**config.mk**
```make
export PLATFORM = sky130hd
export DESIGN_NAME = antares_pipeline_control
export DESIGN_NICKNAME = d
export VERILOG_FILES = /design/src/rtl/antares_pipe_pkg.sv /design/src/rtl/antares_stall_watchdog.sv /design/src/rtl/antares_pipeline_control.sv
export SDC_FILE = /design/constraint.sdc
export NUM_CORES = 1
export LEC_CHECK = 0
export ABC_CLOCK_PERIOD_IN_PS = 2200
export CAP_MARGIN = 20
export CORE_MARGIN = 1
export CORE_UTILIZATION = 55
export CTS_CLUSTER_SIZE = 8
export DETAILED_ROUTE_END_ITERATION = 8
export DONT_BUFFER_PORTS = 1
export PLACE_DENSITY = 0.7
export SYNTH_ARGS = -nofsm -noshare
export SYNTH_HDL_FRONTEND = slang
export SYNTH_SLANG_ARGS = --single-unit
```
**constraint.sdc**
```tcl
create_clock -name clk -period 2.2 [get_ports clk]
set_input_delay 0.66 -clock clk [delete_from_list [all_inputs] [get_ports clk]]
set_output_delay 0.66 -clock clk [all_outputs]
set_load 0.1 [all_outputs]
```
**src/rtl/antares_pipe_pkg.sv**
```systemverilog
// Shared definitions for the Antares pipeline control block:
// sequencer state encoding and default watchdog sizing.
package antares_pipe_pkg;

    localparam logic [1:0] CTL_RUN   = 2'd0;
    localparam logic [1:0] CTL_PEND  = 2'd1;
    localparam logic [1:0] CTL_FLUSH = 2'd2;
    localparam logic [1:0] CTL_IWAIT = 2'd3;

    typedef enum logic [1:0] {
        ST_RUN   = CTL_RUN,
        ST_PEND  = CTL_PEND,
        ST_FLUSH = CTL_FLUSH,
        ST_IWAIT = CTL_IWAIT
    } ctl_state_e;

    localparam int DEF_STALL_TIMEOUT = 1024;
    localparam int DEF_TO_WIDTH      = 16;

endpackage

```
**src/rtl/antares_stall_watchdog.sv**
```systemverilog
// Stall watchdog: counts consecutive stalled cycles (saturating) and raises
// a sticky flag once the stall has lasted STALL_TIMEOUT cycles.
module antares_stall_watchdog
    import antares_pipe_pkg::*;
#(
    parameter int STALL_TIMEOUT = DEF_STALL_TIMEOUT,
    parameter int TO_WIDTH      = DEF_TO_WIDTH
) (
    input  logic clk,
    input  logic rst,
    input  logic stall,
    output logic stall_timeout
);

    localparam logic [TO_WIDTH-1:0] TO_LAST = TO_WIDTH'(STALL_TIMEOUT - 1);
    localparam logic [TO_WIDTH-1:0] CNT_MAX = '1;

    logic [TO_WIDTH-1:0] cnt_q;
    logic                flag_q;

    // Consecutive-stall counter; clears on any free cycle, saturates at all-ones.
    always_ff @(posedge clk) begin
        if (rst)
            cnt_q <= '0;
        else if (!stall)
            cnt_q <= '0;
        else if (cnt_q != CNT_MAX)
            cnt_q <= cnt_q + 1'b1;
    end

    // Sticky flag: set when the stall is still present at count STALL_TIMEOUT-1.
    always_ff @(posedge clk) begin
        if (rst)
            flag_q <= 1'b0;
        else if (stall && (cnt_q >= TO_LAST))
            flag_q <= 1'b1;
    end

    assign stall_timeout = flag_q;

endmodule

```
**src/rtl/antares_pipeline_control.sv**
```systemverilog
// Antares five-stage pipeline stall/flush sequencer.
// Stall requests are merged back-to-front into per-register holds; an
// exception taken at MEM is sequenced RUN -> (PEND) -> FLUSH -> (IWAIT) -> RUN.
// Optional build macro ANTARES_PIPE_PERF_EN adds stall-cycle and flush counters.
module antares_pipeline_control
    import antares_pipe_pkg::*;
#(
    parameter int STALL_TIMEOUT = DEF_STALL_TIMEOUT,
    parameter int TO_WIDTH      = DEF_TO_WIDTH
) (
    input  logic clk,
    input  logic rst,
    input  logic if_stall_req,
    input  logic id_stall_req,
    input  logic ex_stall_req,
    input  logic mem_stall_req,
    input  logic exc_req,
    output logic if_stall,
    output logic id_stall,
    output logic ex_stall,
    output logic mem_stall,
    output logic wb_stall,
    output logic if_flush,
    output logic id_flush,
    output logic ex_flush,
    output logic mem_flush,
    output logic pc_redirect,
    output logic ctl_busy,
    output logic stall_timeout
`ifdef ANTARES_PIPE_PERF_EN
    ,
    output logic [31:0] perf_stall_cycles,
    output logic [31:0] perf_flush_count
`endif
);

    ctl_state_e state_q, state_nx, cur_st;
    logic       wdog_flag;

    // Output decode treats an asserted reset as RUN so nothing sequencer-driven leaks out.
    assign cur_st = rst ? ST_RUN : state_q;

    // Stall chain: each register holds if anything downstream holds.
    always_comb begin
        mem_stall = mem_stall_req;
        wb_stall  = mem_stall_req;
        ex_stall  = mem_stall_req | ex_stall_req;
        id_stall  = ex_stall | id_stall_req;
        if_stall  = id_stall | if_stall_req;
        case (cur_st)
            ST_FLUSH: begin
                // let bubbles enter the front end; the MEM/WB holds stay intact
                ex_stall = 1'b0;
                id_stall = 1'b0;
                if_stall = 1'b0;
            end
            ST_IWAIT: if_stall = 1'b1;
            default: ;
        endcase
    end

    // Sequencer state register.
    always_ff @(posedge clk) begin
        if (rst)
            state_q <= ST_RUN;
        else
            state_q <= state_nx;
    end

    // Next-state and flush/redirect decode.
    always_comb begin
        state_nx    = state_q;
        if_flush    = 1'b0;
        id_flush    = 1'b0;
        ex_flush    = 1'b0;
        mem_flush   = 1'b0;
        pc_redirect = 1'b0;
        case (state_q)
            ST_RUN: begin
                if (exc_req)
                    state_nx = mem_stall_req ? ST_PEND : ST_FLUSH;
            end
            ST_PEND: begin
                if (!mem_stall_req)
                    state_nx = ST_FLUSH;
            end
            ST_FLUSH: begin
                if_flush    = 1'b1;
                id_flush    = 1'b1;
                ex_flush    = 1'b1;
                mem_flush   = 1'b1;
                pc_redirect = 1'b1;
                state_nx    = if_stall_req ? ST_IWAIT : ST_RUN;
            end
            ST_IWAIT: begin
                // the fetch completing this cycle is stale; discard it too
                if_flush = 1'b1;
                if (!if_stall_req)
                    state_nx = ST_RUN;
            end
            default: state_nx = ST_RUN;
        endcase
        if (rst) begin
            if_flush    = 1'b0;
            id_flush    = 1'b0;
            ex_flush    = 1'b0;
            mem_flush   = 1'b0;
            pc_redirect = 1'b0;
        end
    end

    assign ctl_busy      = (cur_st != ST_RUN);
    assign stall_timeout = wdog_flag & ~rst;

    antares_stall_watchdog #(
        .STALL_TIMEOUT (STALL_TIMEOUT),
        .TO_WIDTH      (TO_WIDTH)
    ) u_wdog (
        .clk           (clk),
        .rst           (rst),
        .stall         (id_stall),
        .stall_timeout (wdog_flag)
    );

`ifdef ANTARES_PIPE_PERF_EN
    // Free-running performance counters, wrapping modulo 2^32.
    always_ff @(posedge clk) begin
        if (rst) begin
            perf_stall_cycles <= '0;
            perf_flush_count  <= '0;
        end else begin
            if (id_stall)
                perf_stall_cycles <= perf_stall_cycles + 32'd1;
            if (state_q == ST_FLUSH)
                perf_flush_count <= perf_flush_count + 32'd1;
        end
    end
`endif

endmodule

```
## Word level (Yosys, flattened, before mapping)

Cells that the tools add are included.

| storage, ports and cells | value |
|---|---|
| bits in writable memories | 0 |
| register bits after elaboration | 19 |
| ROM bits | 0 |
| input port bits | 7 |
| logic and storage cells | 40 |
| memories kept | 0 |
| output and inout bits | 12 |
| latch bits | 0 |

| cells by class | value |
|---|---|
| multiplexer cells | 14 |
| equality and inequality tests | 9 |
| bitwise operators | 6 |
| div/mod/pow operators | 0 |
| multipliers | 0 |
| $lt $le $gt $ge | 1 |
| reduce and logical (&&, ||, !) cells | 6 |
| shift operators | 0 |
| $add $sub $neg | 1 |

Operator list:

| operator | number |
|---|---|
| $add 16x1->16 const B | 1 |
| $ge 16x10->1 const B | 1 |
| $ne 16x16->1 const B | 1 |
| $mux 2 | 6 |
| $eq 2x2->1 const B | 4 |
| $pmux 2 s4 | 1 |
| $mux 1 | 6 |
| $ne 2x2->1 const B | 3 |
| $reduce_or 2->1 | 2 |
| $or 1x1->1 | 3 |
| $reduce_and 3->1 | 1 |
| $eq 2x1->1 const B | 1 |
| $logic_not 2->1 | 1 |
| $not 1->1 | 2 |
| $pmux 1 s2 | 1 |
| $reduce_bool 2->1 | 1 |
| $and 1x1->1 | 1 |
| $logic_and 1x1->1 | 1 |

## Logic depth before layout (Yosys ltp)

Gate-level depths: netlist (run 1).

| depth | value |
|---|---|
| depth after elaboration | 5 |
| depth in mapped cells | 6 |

## Modules after synthesis

From an unflattened synthesis (run 1), not the netlist that was laid out.

| second synthesis, totals | value |
|---|---|
| cells, all modules | 128 |
| area total of the unflattened synthesis | 1026.0 µm² |

By module, submodules not included:

| module | cells each | instances | seq. area each (µm²) | area an instance (µm²) |
|---|---|---|---|---|
| antares_stall_watchdog | 104 | 1 | 340.3 | 852.1 |
| antares_pipeline_control | 24 | 1 | 40.0 | 173.9 |

## Worst setup path before layout (run 1)

OpenSTA, ideal clock, no wires.

| path | value |
|---|---|
| path kind | input-to-output |
| start point | in rst |
| end point | out if_stall |
| stages on the path | 3 |
| setup slack | -3258 ps |
| arrival time | 4798 ps |
| cell sequence | nor2b_1 -> nor2b_1 -> a21oi_1 |

| on the way | value |
|---|---|
| word-level cells in the longest chain between the ends | 3 |

Ends and longest elaborated chain:

| element | RTL line | RTL |
|---|---|---|
| start: declaration | antares_pipeline_control.sv:12 | `input logic rst,` |
| $mux 2 (*) | antares_pipeline_control.sv:41 | `assign cur_st = rst ? ST_RUN : state_q;` |
| $eq 2x2->1 | antares_pipeline_control.sv:50 | `case (cur_st)` |
| $pmux 1 s2 (*) | antares_pipeline_control.sv:50 |  |
| end: declaration | antares_pipeline_control.sv:18 | `output logic if_stall,` |

Mark *: on every way between the ends. The rest lies on a longest branch, timed or not.

## Worst setup path after layout (run 1)

| path | value |
|---|---|
| start point | reg state_q[1] |
| end point | out pc_redirect |

| on the way | value |
|---|---|
| word-level cells in the longest chain between the ends | 3 |

Ends and longest elaborated chain:

| element | RTL line | RTL |
|---|---|---|
| start: declaration | antares_pipeline_control.sv:37 | `ctl_state_e state_q, state_nx, cur_st;` |
| start signal: assignment | antares_pipeline_control.sv:67 | `state_q <= state_nx;` |
| $eq 2x2->1 | -- |  |
| $mux 1 (2 in a row) | -- |  |
| end: declaration | antares_pipeline_control.sv:27 | `output logic pc_redirect,` |

No other way between the ends.

==> flow_summary_export.csv, run 1 <==
group,metric,value,unit
worst_hold_path,holdCritPathClass,"in2reg",
floorplan,num_rows,15,
sta,setup_viol,0,
grt,grt.total_usage,0.221,
placed_design,port_buffers,0,
cells_and_area,fin_util,0.725,
worst_setup_path,crit_fanout,6,
worst_setup_path,cp.required,1540,ps
logic_synthesis,synth_ff_type,"dfxtp_1",
worst_setup_path,crit_arrival,1400,ps
flow_run,drv_cap,0,
worst_setup_path,critical_path_class,"reg2out",
pwr,power_density,547,nW/um^2
cells_and_area,diodes,0,
floorplan,start_util,0.581,
routing,wl_per_cell,13.3,um
cells_and_area,fill_cells,141,
sta,fin_crit,2060,ps
logic_synthesis,synth.most_common_cell,"dfxtp_1",
cells_and_area,syn2layout_area_growth,24.7,%
logic_synthesis,synthSimpleGateAreaFrac,0.367,
floorplan,die_h,44.7,um
logic_synthesis,yosysSeqAreaShare,0.379,
logic_synthesis,synth-seq-cells,19,
logic_synthesis,ys_types,31,
pwr,p_total,0.684,mW
placed_design,postPlaceCellArea,1200,um^2
sta,period_share,0.937,
sta,fmax,485,MHz
logic_synthesis,netlist_instances,125,
floorplan,io_pins,19,
clock_tree,clock_latency,290,ps
worst_setup_path,reg2reg_depth,6,
clock_tree,htreeDepth,1,
logic_synthesis,synthDominantCellAreaShare,0.379,
routing,route.vias.total,919,
floorplan,core,1730,um^2
logic_synthesis,synth_area_per_cell,8.03,um^2
worst_setup_path,timing.rr.end,"u_wdog.cnt_q[11]",
logic_synthesis,synth-compound-area-share,0.156,
worst_setup_path,r2r_slack,480,ps
logic_synthesis,synth_common_cells,"19 x dfxtp_1, 18 x nor2_1, 12 x nand2_1",
logic_synthesis,syn_nets,133,
sta,layout_setup_ws,138,ps
logic_synthesis,yosys_warnings,0,
logic_synthesis,synth-async-reset-ratio,0,
logic_synthesis,synth_fa_ha_area_frac,0.0125,
worst_hold_path,min_path_cells,1,
worst_hold_path,holdPathEnd,"state_q[1]",
cells_and_area,drive_gt1_frac,0.209,
clock_tree,cts_tree,"yes",
sta,fin_worst_skew,7.85,ps
grt,grt_pass1_vias,770,
routing,drtPass1Iterations,4,
logic_synthesis,synth-edff-count,0,
worst_hold_path,hold_start,"rst",
routing,first_iter_violations,37,
sta,worst_pin_slew,518,ps
floorplan,die_w,44.7,um
pwr,cellLeakagePower,0.449,nW
cells_and_area,fin_area,1250,um^2
clock_tree,clk_pin_slew,100,ps
routing,routed_wl,2120,um
logic_synthesis,netlist_area,1000,um^2
grt,grt_pass1_wl,3260,um
placed_design,dp_slack,75.1,ps
placed_design,dp_cells,154,
sta,timing.hold.ws,422,ps
status,outcome,"finished clean",
grt,antenna_found_initial,0,
logic_synthesis,synth_top_family_by_area,"simple AND/OR/NAND/NOR gates",
routing,avgViaCountPerCell,5.78,
clock_tree,clockBufferDepth,2,
worst_setup_path,worstSetupEndpointType,"output pin",
clock_tree,cts_inserted_buffers,3,
sta,finalHoldViolCount,0,
routing,drc,0,
pwr,peakVddDrop,0.000447,V
grt,overflow,0,
logic_synthesis,synth-xor-area-share,0.00873,
floorplan,die_area,2000,um^2
sta,maxSlewHeadroom,0.652,
clock_tree,cts_hold_buf,0,
placed_design,place_hpwl,1470,um
logic_synthesis,yosysTopAreaCell,"dfxtp_1",
clock_tree,clock_sinks,19,
grt,grt_max_degree,16,
routing,ant_nets,0,
cells_and_area,layout.nets,143,
sta,rsz0062_at_grt,"no",
sta,fin_tns_setup,0,ps
sta,slew_violations,0,
logic_synthesis,ys_top_cells_by_area,"dfxtp_1 38%, nor2_1 6.7%, buf_4 4.5%",
logic_synthesis,synth_mux_area_frac,0.0200,
clock_tree,cts_root_buffer,"clkbuf_4",
worst_setup_path,worstSetupStartpointType,"flip-flop",
worst_setup_path,reg2reg_from,"u_wdog.cnt_q[0]",
cells_and_area,fin_cells,159,
placed_design,globalplace.congestion,0.838,
-- cells in the final DEF (no fill, tap or decap), types with 5 or more instances in the layout --
| master | instances |
|---|---|
| nand3_1 | 6 |
| buf_4 | 7 |
| nor2_1 | 15 |
| nand2_1 | 12 |
| a21oi_1 | 5 |
| dfxtp_1 | 18 |
| a31oi_1 | 5 |
| nor3_1 | 5 |
| buf_12 | 6 |
| or4_1 | 5 |
-- layout make-up --
class                      count  area [um^2]  share of cell area
timing repair buffer          14          200               0.160
multi-input combinational     97          612               0.489
tap                           25         31.3              0.0250
sequential                    19          382               0.305
clock buffer                   4         26.3              0.0210
-- where the power goes --
group | total (mW) | leakage [nW] | internal, mW | switching, mW
logic | 0.151 | 0.280 | 0.0509 | 0.100
registers | 0.359 | 0.154 | 0.351 | 0.00750
clock network | 0.174 | 0.0150 | 0.0704 | 0.104
total | 0.684 | 0.449 | 0.473 | 0.212
-- cell families after synthesis --
group / after synthesis
and+or+nand+nor: 69
AOI/OAI and AO/OA: 24
DFF: 19
buffers and inverters: 9
muxes: 2
xor gates and xnor gates: 1
adders and majority gates: 1
-- routing by layer --
metal | up-vias | wire (um) | global-route usage | part of all wire
met5 | - | 0 | 0 | 0
met4 | 0 | 12 | 0.0788 | 0.0057
met3 | 2 | 60 | 0.0240 | 0.028
met2 | 14 | 1040 | 0.371 | 0.49
met1 | 425 | 1000 | 0.296 | 0.47
li1 | 478 | - | - | -
-- registers in the layout, indices dropped and copies added, names as in the netlist --
name	flops
state_q	2
u_wdog.cnt_q	16
u_wdog.stall_timeout	1
-- repair_timing --
action	in CTS	in global routing
hold endpoints to repair	0	0
gates resized for setup	0	2
setup buffers	1	0
endpoints found under the setup margin	2	2
-- how the worst max path moves through the flow --
stage               startpoint          end  slack, ps  cells after the start
CTS                 state_q[1]     id_flush         70                      4
floorplan                  rst     id_flush       -780                      3
finish              state_q[1]  pc_redirect        140                      4
global placement           rst     id_flush         90                      3
detailed placement         rst     id_flush         80                      3
global route        state_q[1]  pc_redirect         60                      4
-- critical path, cell delays in order, from the launching register on --
cell     delay [ps]
dfxtp_2         380
nor2b_4         160
nor2b_4         170
buf_12          150
buf_16          240
(Power assumes the default switching activity.)
==> inputs of run 2 (changes only) <==
--- a/config.mk
+++ b/config.mk
@@ -9,2 +9,3 @@
 export CAP_MARGIN = 20
+export CORE_ASPECT_RATIO = 1.25
 export CORE_MARGIN = 1
--- a/constraint.sdc
+++ b/constraint.sdc
@@ -3,2 +3,2 @@
 set_output_delay 0.66 -clock clk [all_outputs]
-set_load 0.1 [all_outputs]
+set_load 0.005 [all_outputs]
==> run 2 against run 1 <==
Via count decreased by 0.22%. Worst hold slack got worse by 10 ps. Fmax increased by 2.8%. Setup slack improved by 56 ps. Highest routed layer unchanged. Largest power group unchanged. Design area decreased by 18%. Clock power increased by 4%. Sequential power about the same. Flip-flop and latch count unchanged.
==> flow_summary_export.csv, run 2 (synthesized netlist as in run 1, its figures left out) <==
group,metric,value,unit
worst_setup_path,slowest_delay,410,ps
routing,drtPass1Iterations,4,
floorplan,die_area,2000,um^2
worst_hold_path,holdCritPathClass,"in2reg",
sta,fin_tns_setup,0,ps
placed_design,place_hpwl,1430,um
clock_tree,cts_root_buffer,"clkbuf_4",
clock_tree,cts_tree,"yes",
pwr,swShare,0.244,
sta,finalHoldViolCount,0,
placed_design,dp_slack,317,ps
worst_setup_path,cp.required,1540,ps
cells_and_area,diodes,0,
cells_and_area,mostFrequentLayoutCell,"dfxtp_1",
pwr,p_comb_frac,0.075,
pwr,power_density,564,nW/um^2
cells_and_area,drive_gt1_frac,0.0880,
worst_setup_path,worstPathBufferInverterCount,1,
routing,ant_nets,0,
grt,overflow,0,
cells_and_area,layout_common_cells,"19 x dfxtp_1, 18 x nor2_1, 12 x nand2_1",
routing,routed_wl,1970,um
worst_hold_path,holdPathEnd,"state_q[1]",
status,outcome,"finished clean",
sta,slew_violations,0,
clock_tree,htreeDepth,1,
clock_tree,clockBufferDepth,2,
pwr,p_total,0.582,mW
sta,fmax,498,MHz
worst_setup_path,cp_common_cell,"nor2b_1",
cells_and_area,largest_register_ffs,16,
worst_setup_path,worstSetupEndpointType,"output pin",
routing,wl_per_cell,13.7,um
clock_tree,ctsResizeCount,0,
worst_hold_path,hold_start,"rst",
clock_tree,clk_pin_slew,100,ps
clock_tree,clock_latency,300,ps
worst_setup_path,crit_arrival,1350,ps
worst_setup_path,reg2reg_depth,6,
grt,grt.total_usage,0.237,
worst_setup_path,reg2reg_from,"u_wdog.cnt_q[0]",
cells_and_area,layout.nets,134,
worst_setup_path,path_cells,"nor2b_1, nor2b_1, buf_4",
sta,fin_crit,2010,ps
grt,antenna_found_initial,0,
grt,grt_max_degree,16,
floorplan,num_rows,16,
floorplan,die_w,40.2,um
routing,route.vias.total,917,
pwr,p_int,0.440,mW
sta,setup_viol,0,
clock_tree,cts_inserted_buffers,3,
cells_and_area,syn2layout_area_growth,2.87,%
floorplan,start_util,0.611,
sta,period_share,0.912,
sta,fin_worst_skew,4.11,ps
flow_run,drv_cap,0,
floorplan,io_pins,19,
sta,layout_setup_ws,194,ps
worst_setup_path,timing.rr.end,"u_wdog.cnt_q[1]",
worst_setup_path,crit_fanout,6,
pwr,peakVddDrop,0.000369,V
grt,grt_pass1_vias,830,
worst_setup_path,worstSetupStartpointType,"flip-flop",
pwr,sequentialPowerShare,0.615,
placed_design,port_buffers,0,
worst_setup_path,path_delay_family,"simple AND/OR/NAND/NOR gates",
cells_and_area,regMostFlops,"u_wdog.cnt_q",
worst_setup_path,critical_path_class,"reg2out",
clock_tree,post_cts_buffers,0,
routing,avgViaCountPerCell,6.41,
floorplan,die_h,49.8,um
sta,rsz0062_at_grt,"no",
clock_tree,clock_sinks,19,
routing,first_iter_violations,7,
sta,worst_pin_slew,458,ps
clock_tree,cts_hold_buf,0,
grt,grt_pass1_wl,3330,um
pwr,cellLeakagePower,0.361,nW
pwr,p_clk_frac,0.310,
routing,drc,0,
floorplan,core,1640,um^2
worst_hold_path,min_path_cells,1,
placed_design,globalplace.congestion,0.747,
sta,maxSlewHeadroom,0.692,
pwr,netSwitchingPower,0.142,mW
worst_setup_path,r2r_slack,460,ps
worst_setup_path,crit_slowest_cell,"dfxtp_1",
-- run 2: stage by stage --
stage               hold WS [ps]   util  cell area, um^2  instances
finish                       412  0.629             1030        143
global route                 390  0.629             1030        143
CTS                          405  0.629             1030        143
detailed placement           493  0.613             1010        139
global placement             480  0.613             1010        139
floorplan                    455      -             1000        125
-- run 2: area by class of cell --
class	count	area (um^2)
Fill cell	145	609
Multi-Input combinational cell	97	566
Tap cell	18	22.5
Timing Repair Buffer	5	37.5
Clock buffer	4	26.3
Sequential cell	19	380
-- run 2: worst max-delay path by stage --
stage | start | endpoint | slack, ps | cells past startpoint
6_report | state_q[1] | id_flush | 190 | 3
5_1_grt | state_q[1] | ex_flush | 8 | 3
4_1_cts | state_q[1] | id_flush | 170 | 3
3_5_place_dp | rst | id_flush | 320 | 3
3_3_place_gp | rst | id_flush | 340 | 3
2_1_floorplan | rst | id_flush | 150 | 3
-- run 2: routing by layer --
layer	routed length, um	vias to the layer above	track usage	part of all wire
met4	34	0	0.0889	0.017
li1	-	460	-	-
met2	960	19	0.382	0.49
met3	82	5	0.0676	0.042
met1	887	433	0.285	0.45
met5	0	-	0	0
-- run 2: power groups by stage --
| stage | Combinational, mW | Sequential, mW | Clock [mW] |
|---|---|---|---|
| 2_1_floorplan | 0.0397 | 0.364 | 0 |
| 5_1_grt | 0.0505 | 0.359 | 0.202 |
| 3_3_place_gp | 0.0429 | 0.365 | 0 |
| 3_5_place_dp | 0.0439 | 0.366 | 0 |
| 6_report | 0.0435 | 0.358 | 0.181 |
| 4_1_cts | 0.0441 | 0.358 | 0.184 |
